File: config.mk
export PLATFORM = sky130hd
export DESIGN_NAME = digit_display_scanner
export DESIGN_NICKNAME = d
export VERILOG_FILES = /design/src/rtl/digit_display_pkg.sv /design/src/rtl/bcd_to_seg7.sv /design/src/rtl/digit_display_scanner.sv
export SDC_FILE = /design/constraint.sdc
export NUM_CORES = 1
export LEC_CHECK = 0
export CAP_MARGIN = 20
export CORE_MARGIN = 4
export CORE_UTILIZATION = 31
export CTS_CLUSTER_SIZE = 30
export DETAILED_ROUTE_END_ITERATION = 10
export SYNTH_ARGS = -nofsm -noshare
export SYNTH_HDL_FRONTEND = slang
export SYNTH_SLANG_ARGS = --single-unit
File: constraint.sdc
create_clock -name clk -period 4.8 [get_ports clk]
set_clock_uncertainty 0.2 [all_clocks]
set_input_delay 0.48 -clock clk [delete_from_list [all_inputs] [get_ports clk]]
set_output_delay 0.48 -clock clk [all_outputs]
set_load 0.005 [all_outputs]
File: src/rtl/digit_display_pkg.sv
// Shared constants for the six-digit multiplexed seven-segment scanner.
// Segment patterns are active-low {g,f,e,d,c,b,a}.
package digit_display_pkg;

  typedef enum logic [3:0] {
    ST_RESET = 4'd0,
    ST_SET   = 4'd1,
    ST_START = 4'd3
  } mode_e;

  localparam logic [6:0] SEG_BLANK = 7'h7F;
  localparam logic [6:0] SEG_DASH  = 7'h3F;

  localparam int NUM_DIGITS = 6;
  localparam logic [2:0] LAST_IDX = 3'(NUM_DIGITS - 1);

  localparam logic [2:0] COLON_POS_A = 3'd2;
  localparam logic [2:0] COLON_POS_B = 3'd4;

  function automatic logic is_colon(input logic [2:0] pos);
    return (pos == COLON_POS_A) || (pos == COLON_POS_B);
  endfunction

endpackage

File: src/rtl/bcd_to_seg7.sv
// Combinational BCD to active-low seven-segment decoder; codes 10-15 show a dash.
import digit_display_pkg::*;

module bcd_to_seg7 (
  input  logic [3:0] digit,
  output logic [6:0] seg
);

  always_comb begin
    seg = SEG_DASH;
    case (digit)
      4'd0:    seg = 7'h40;
      4'd1:    seg = 7'h79;
      4'd2:    seg = 7'h24;
      4'd3:    seg = 7'h30;
      4'd4:    seg = 7'h19;
      4'd5:    seg = 7'h12;
      4'd6:    seg = 7'h02;
      4'd7:    seg = 7'h78;
      4'd8:    seg = 7'h00;
      4'd9:    seg = 7'h10;
      default: seg = SEG_DASH;
    endcase
  end

endmodule

File: src/rtl/digit_display_scanner.sv
// Time-multiplexed common-anode driver for an HH:MM:SS display with per-frame snapshot.
// Optional hour-tens leading-zero blanking: define DIGIT_DISPLAY_LZ_BLANK_EN.
import digit_display_pkg::*;

module digit_display_scanner #(
  parameter int SCAN_DIV     = 50000,
  parameter int BLINK_FRAMES = 64
) (
  input  logic        clk,
  input  logic        resetN,
  input  logic [3:0]  state,
  input  logic [23:0] currentBits,
  input  logic [2:0]  setSelect,
  output logic [5:0]  anodeN,
  output logic [6:0]  segN,
  output logic        dpN,
  output logic        frameDone
);

  localparam int PS_W = (SCAN_DIV > 2) ? $clog2(SCAN_DIV) : 1;
  localparam logic [PS_W-1:0] PS_LAST = PS_W'(SCAN_DIV - 1);
  localparam int FC_W = (BLINK_FRAMES > 2) ? $clog2(BLINK_FRAMES) : 1;
  localparam logic [FC_W-1:0] FC_LAST = FC_W'(BLINK_FRAMES - 1);

  logic [PS_W-1:0] prescaler_reg;
  logic [2:0]      idx_reg;
  logic [23:0]     frame_reg;
  logic [FC_W-1:0] frame_cnt_reg;
  logic            blink_phase_reg;
  logic [5:0]      anode_reg;
  logic [6:0]      seg_reg;
  logic            dp_reg;
  logic            frame_done_reg;

  logic            tick;
  logic [3:0]      digits [NUM_DIGITS];
  logic [3:0]      digit_val;
  logic [6:0]      seg_decoded;
  logic            blink_blank;
  logic            lz_blank;
  logic [5:0]      anode_next;
  logic [6:0]      seg_next;
  logic            dp_next;

  assign tick = (prescaler_reg == PS_LAST);

  genvar gi;
  generate
    for (gi = 0; gi < NUM_DIGITS; gi++) begin : g_digits
      assign digits[gi] = frame_reg[4*gi +: 4];
    end
  endgenerate

  always_comb begin
    digit_val = 4'd0;
    for (int i = 0; i < NUM_DIGITS; i++) begin
      if (idx_reg == 3'(i)) digit_val = digits[i];
    end
  end

  bcd_to_seg7 u_dec (
    .digit (digit_val),
    .seg   (seg_decoded)
  );

  always_comb begin
    blink_blank = (state == ST_SET) && (idx_reg == setSelect) && blink_phase_reg;
`ifdef DIGIT_DISPLAY_LZ_BLANK_EN
    lz_blank = (idx_reg == LAST_IDX) && (digit_val == 4'd0) && (state != ST_SET);
`else
    lz_blank = 1'b0;
`endif
    anode_next = ~(6'b000001 << idx_reg);
    seg_next   = (blink_blank || lz_blank) ? SEG_BLANK : seg_decoded;
    // Leading-zero blanking leaves dp alone; only the edit blink forces it off.
    dp_next    = blink_blank ? 1'b1 : !(is_colon(idx_reg) && (state != ST_RESET));
  end

  always_ff @(posedge clk or negedge resetN) begin
    if (!resetN) begin
      prescaler_reg   <= '0;
      idx_reg         <= 3'd0;
      frame_reg       <= 24'h000000;
      frame_cnt_reg   <= '0;
      blink_phase_reg <= 1'b0;
      anode_reg       <= 6'h3F;
      seg_reg         <= SEG_BLANK;
      dp_reg          <= 1'b1;
      frame_done_reg  <= 1'b0;
    end else begin
      frame_done_reg <= 1'b0;
      if (tick) begin
        prescaler_reg <= '0;
        idx_reg       <= (idx_reg == LAST_IDX) ? 3'd0 : idx_reg + 3'd1;
        // Dead cycle between slots so the outgoing digit never ghosts into the next.
        anode_reg     <= 6'h3F;
        seg_reg       <= SEG_BLANK;
        dp_reg        <= 1'b1;
        if (idx_reg == LAST_IDX) begin
          frame_reg      <= currentBits;
          frame_done_reg <= 1'b1;
          if (frame_cnt_reg == FC_LAST) begin
            frame_cnt_reg   <= '0;
            blink_phase_reg <= !blink_phase_reg;
          end else begin
            frame_cnt_reg <= frame_cnt_reg + 1'b1;
          end
        end
      end else begin
        prescaler_reg <= prescaler_reg + 1'b1;
        if (prescaler_reg == '0) begin
          anode_reg <= anode_next;
          seg_reg   <= seg_next;
          dp_reg    <= dp_next;
        end
      end
    end
  end

  assign anodeN    = anode_reg;
  assign segN      = seg_reg;
  assign dpN       = dp_reg;
  assign frameDone = frame_done_reg;

endmodule

==> impl_metrics.json <==
{
  "status": "completed",
  "peakVddDrop_uv": 99.9,
  "avgSynthCellArea_um2": 9.64,
  "dp.cells": 512,
  "syn_area_mm2": 0.00328,
  "rrSetupSlack_ns": 1.84,
  "drv_cap": 0,
  "clkPwrFrac_pct": 42.8,
  "synth_edf_count": 0,
  "yosysSeqAreaShare_pct": 50.2,
  "critPathCaptureType": "register",
  "grt_max_degree": 53,
  "max_freq_mhz": 338,
  "drive_gt1_share_pct": 13.2,
  "comb_power_share_pct": 3.9,
  "drc_errors": 0,
  "num_io_pins": 48,
  "detail_route.wl_per_cell_um": 14.1,
  "die_w_um": 111,
  "rows": 37,
  "portBuffers": 47,
  "cts_made_buffers": 9,
  "worstPathArrival_ns": 3.03,
  "start_util_pct": 31.7,
  "hold_viol_final": 0,
  "powerDensity_mw_per_mm2": 254,
  "setup_viol": 0,
  "finalSetupTns_ns": 0,
  "clock_sinks": 65,
  "clk_latency_ns": 0.34,
  "fp.dieArea_mm2": 0.0123,
  "final_antenna_net_count": 0,
  "postCtsResizedCells": 0,
  "hold_ws_ns": 0.272,
  "path_clk_slew_ns": 0.07,
  "syn-num-nets": 378,
  "antenna_found_initial": 0,
  "max_slew_margin_pct": 42.0,
  "fin_crit_sh_pct": 61.7,
  "drtIter0Drc": 93,
  "h-tree-depth": 3,
  "crit_required_ns": 4.87,
  "yosys_warnings": 0,
  "rsz0062_at_grt": "false",
  "wirelength_mm": 7.49,
  "r2r_cells": 7,
  "ys.flop_type": "dfrtp_1",
  "power.internal_w": 0.000810,
  "switching_power_w": 0.000218,
  "synth_cell_types": 56,
  "worstMarginPinSlew_ns": 0.870,
  "root_buffer": "clkbuf_8",
  "grt_pass1_wl_mm": 12.7,
  "die_y_um": 111,
  "grt-ovfl-total": 0,
  "dp_hpwl_mm": 5.39,
  "p_seq_share_pct": 53.3,
  "crit_type": "reg -> reg",
  "viasPerCell": 4.77,
  "synth-async-reset-ratio_pct": 100,
  "synth_top_area_share_pct": 38.9,
  "maxSlewViolCount": 0,
  "p_sw_share_pct": 21.2,
  "dr.pass1.iters": 4,
  "synth_cells": 340,
  "crit_path_start_kind": "register",
  "max-clock-path-buffers": 2,
  "power_leakage_nw": 1.69,
  "track_usage_pct": 12.8,
  "synthTopCellsByArea": "dfrtp_1 (39%), dfstp_2 (11%), nand2_1 (10%)",
  "largest_register_ffs": 24,
  "min_delay_path_depth": 2,
  "cts_tree": "done",
  "gp_congestion": 0.812,
  "syn2layout_area_growth_pct": 23.7,
  "critPathMaxFanout": 24,
  "nets": 427,
  "yosysTopAreaCell": "dfrtp_1",
  "vias": 2527,
  "finalNonFillerCells": 530,
  "min_path_type": "reg -> reg",
  "period_needed_ns": 2.96,
  "antenna_cells": 0,
  "grt_pass1_vias": 2555,
  "core_mm2": 0.0103,
  "ys_seq_elements": 65
}
==> timing repair <==
item,4_1_cts,5_1_grt
endpoints found under the hold margin,13,0
hold buffers,1,0
setup buffers,0,0
==> metal layers <==
| metal | global-route usage (%) | vias up | share of wire, % |
|---|---|---|---|
| met2 | 18.2 | 56 | 43 |
| met5 | 0 | - | 0 |
| met3 | 2.57 | 16 | 3.3 |
| met1 | 17.6 | 1203 | 50 |
| met4 | 8.05 | 0 | 3.5 |
| li1 | - | 1252 | - |
==> cell type report <==
cell class / instances / area (um^2)
clock buffers: 12 / 135
clock inverters: 4 / 45.0
fillers: 1033 / 6270
inverters: 10 / 37.5
multi-input cells: 253 / 1510
flip-flops and latches: 65 / 1640
well taps: 136 / 170
repair buffers: 50 / 510
==> power groups by stage <==
stage	sequential (W)	clock (W)	combinational, W
after floorplan	0.000558	0	0.00000158
after global placement	0.000558	0	0.0000410
after detailed placement	0.000558	0	0.0000408
after CTS	0.000548	0.000450	0.0000418
after global routing	0.000548	0.000476	0.0000444
final	0.000548	0.000440	0.0000402
==> cell usage after synthesis, drive strengths merged (9+ instances only) <==
| cell | n |
|---|---|
| a21oi | 16 |
| buf | 10 |
| dfrtp | 51 |
| dfstp | 14 |
| inv | 10 |
| nand2 | 89 |
| nand3 | 11 |
| nor2 | 28 |
| nor3 | 10 |
| o21ai | 14 |
| xnor2 | 11 |
| xor2 | 9 |
==> final timing paths <==
| kind | from | end |
|---|---|---|
| setup / recovery | idx_reg[0]$_DFFE_PN0P_ | segN[5]$_DFFE_PN1P_ |
| hold / removal | frame_reg[8]$_DFFE_PN0P_ | frame_reg[8]$_DFFE_PN0P_ |
| setup reg to reg | idx_reg[0]$_DFFE_PN0P_ | segN[5]$_DFFE_PN1P_ |
| hold reg to reg | frame_reg[8]$_DFFE_PN0P_ | frame_reg[8]$_DFFE_PN0P_ |
| max in group asynchronous | resetN | prescaler_reg[15]$_DFF_PN0_ |
| min in group asynchronous | resetN | prescaler_reg[2]$_DFF_PN0_ |
==> stage by stage <==
step | area [um^2] | worst slack, ns | total power [W] | util, %
2_1_floorplan | 3280 | 2.21 | 0.000560 | -
3_3_place_gp | 3840 | 1.96 | 0.000599 | 37.2
3_5_place_dp | 3840 | 1.84 | 0.000599 | 37.2
4_1_cts | 4030 | 1.84 | 0.00104 | 39.0
5_1_grt | 4060 | 1.68 | 0.00107 | 39.3
6_report | 4060 | 1.84 | 0.00103 | 39.3
==> cells by family after synthesis <==
| family | after synthesis | share of synthesized area, % |
|---|---|---|
| mux | 6 | 1.91 |
| compound gates | 51 | 11.2 |
| xor+xnor | 20 | 5.35 |
| fa+ha+maj | 5 | 1.91 |
| flops | 65 | 50.2 |
| simple gates | 171 | 25.8 |
| buf+inv | 22 | 3.67 |
==> placed cells by master, fill, tap and decap left out, drive strengths merged, types with 9 or more instances in the layout <==
cell type,instances
xor2,9
nand2,89
clkbuf,12
dfstp,14
clkdlybuf4s50,46
nor3,10
dfrtp,51
xnor2,11
a21oi,16
nor2,28
o21ai,14
inv,10
nand3,11
==> worst max-delay path: stages (launching register included) <==
cell,delay (ns)
dfrtp_1,0.91
and2_1,0.23
ha_1,0.28
nor2_1,0.14
a311o_1,0.37
ha_1,0.23
o32a_1,0.34
o22a_1,0.18
Note: power is estimated with default switching activity, not from simulation.
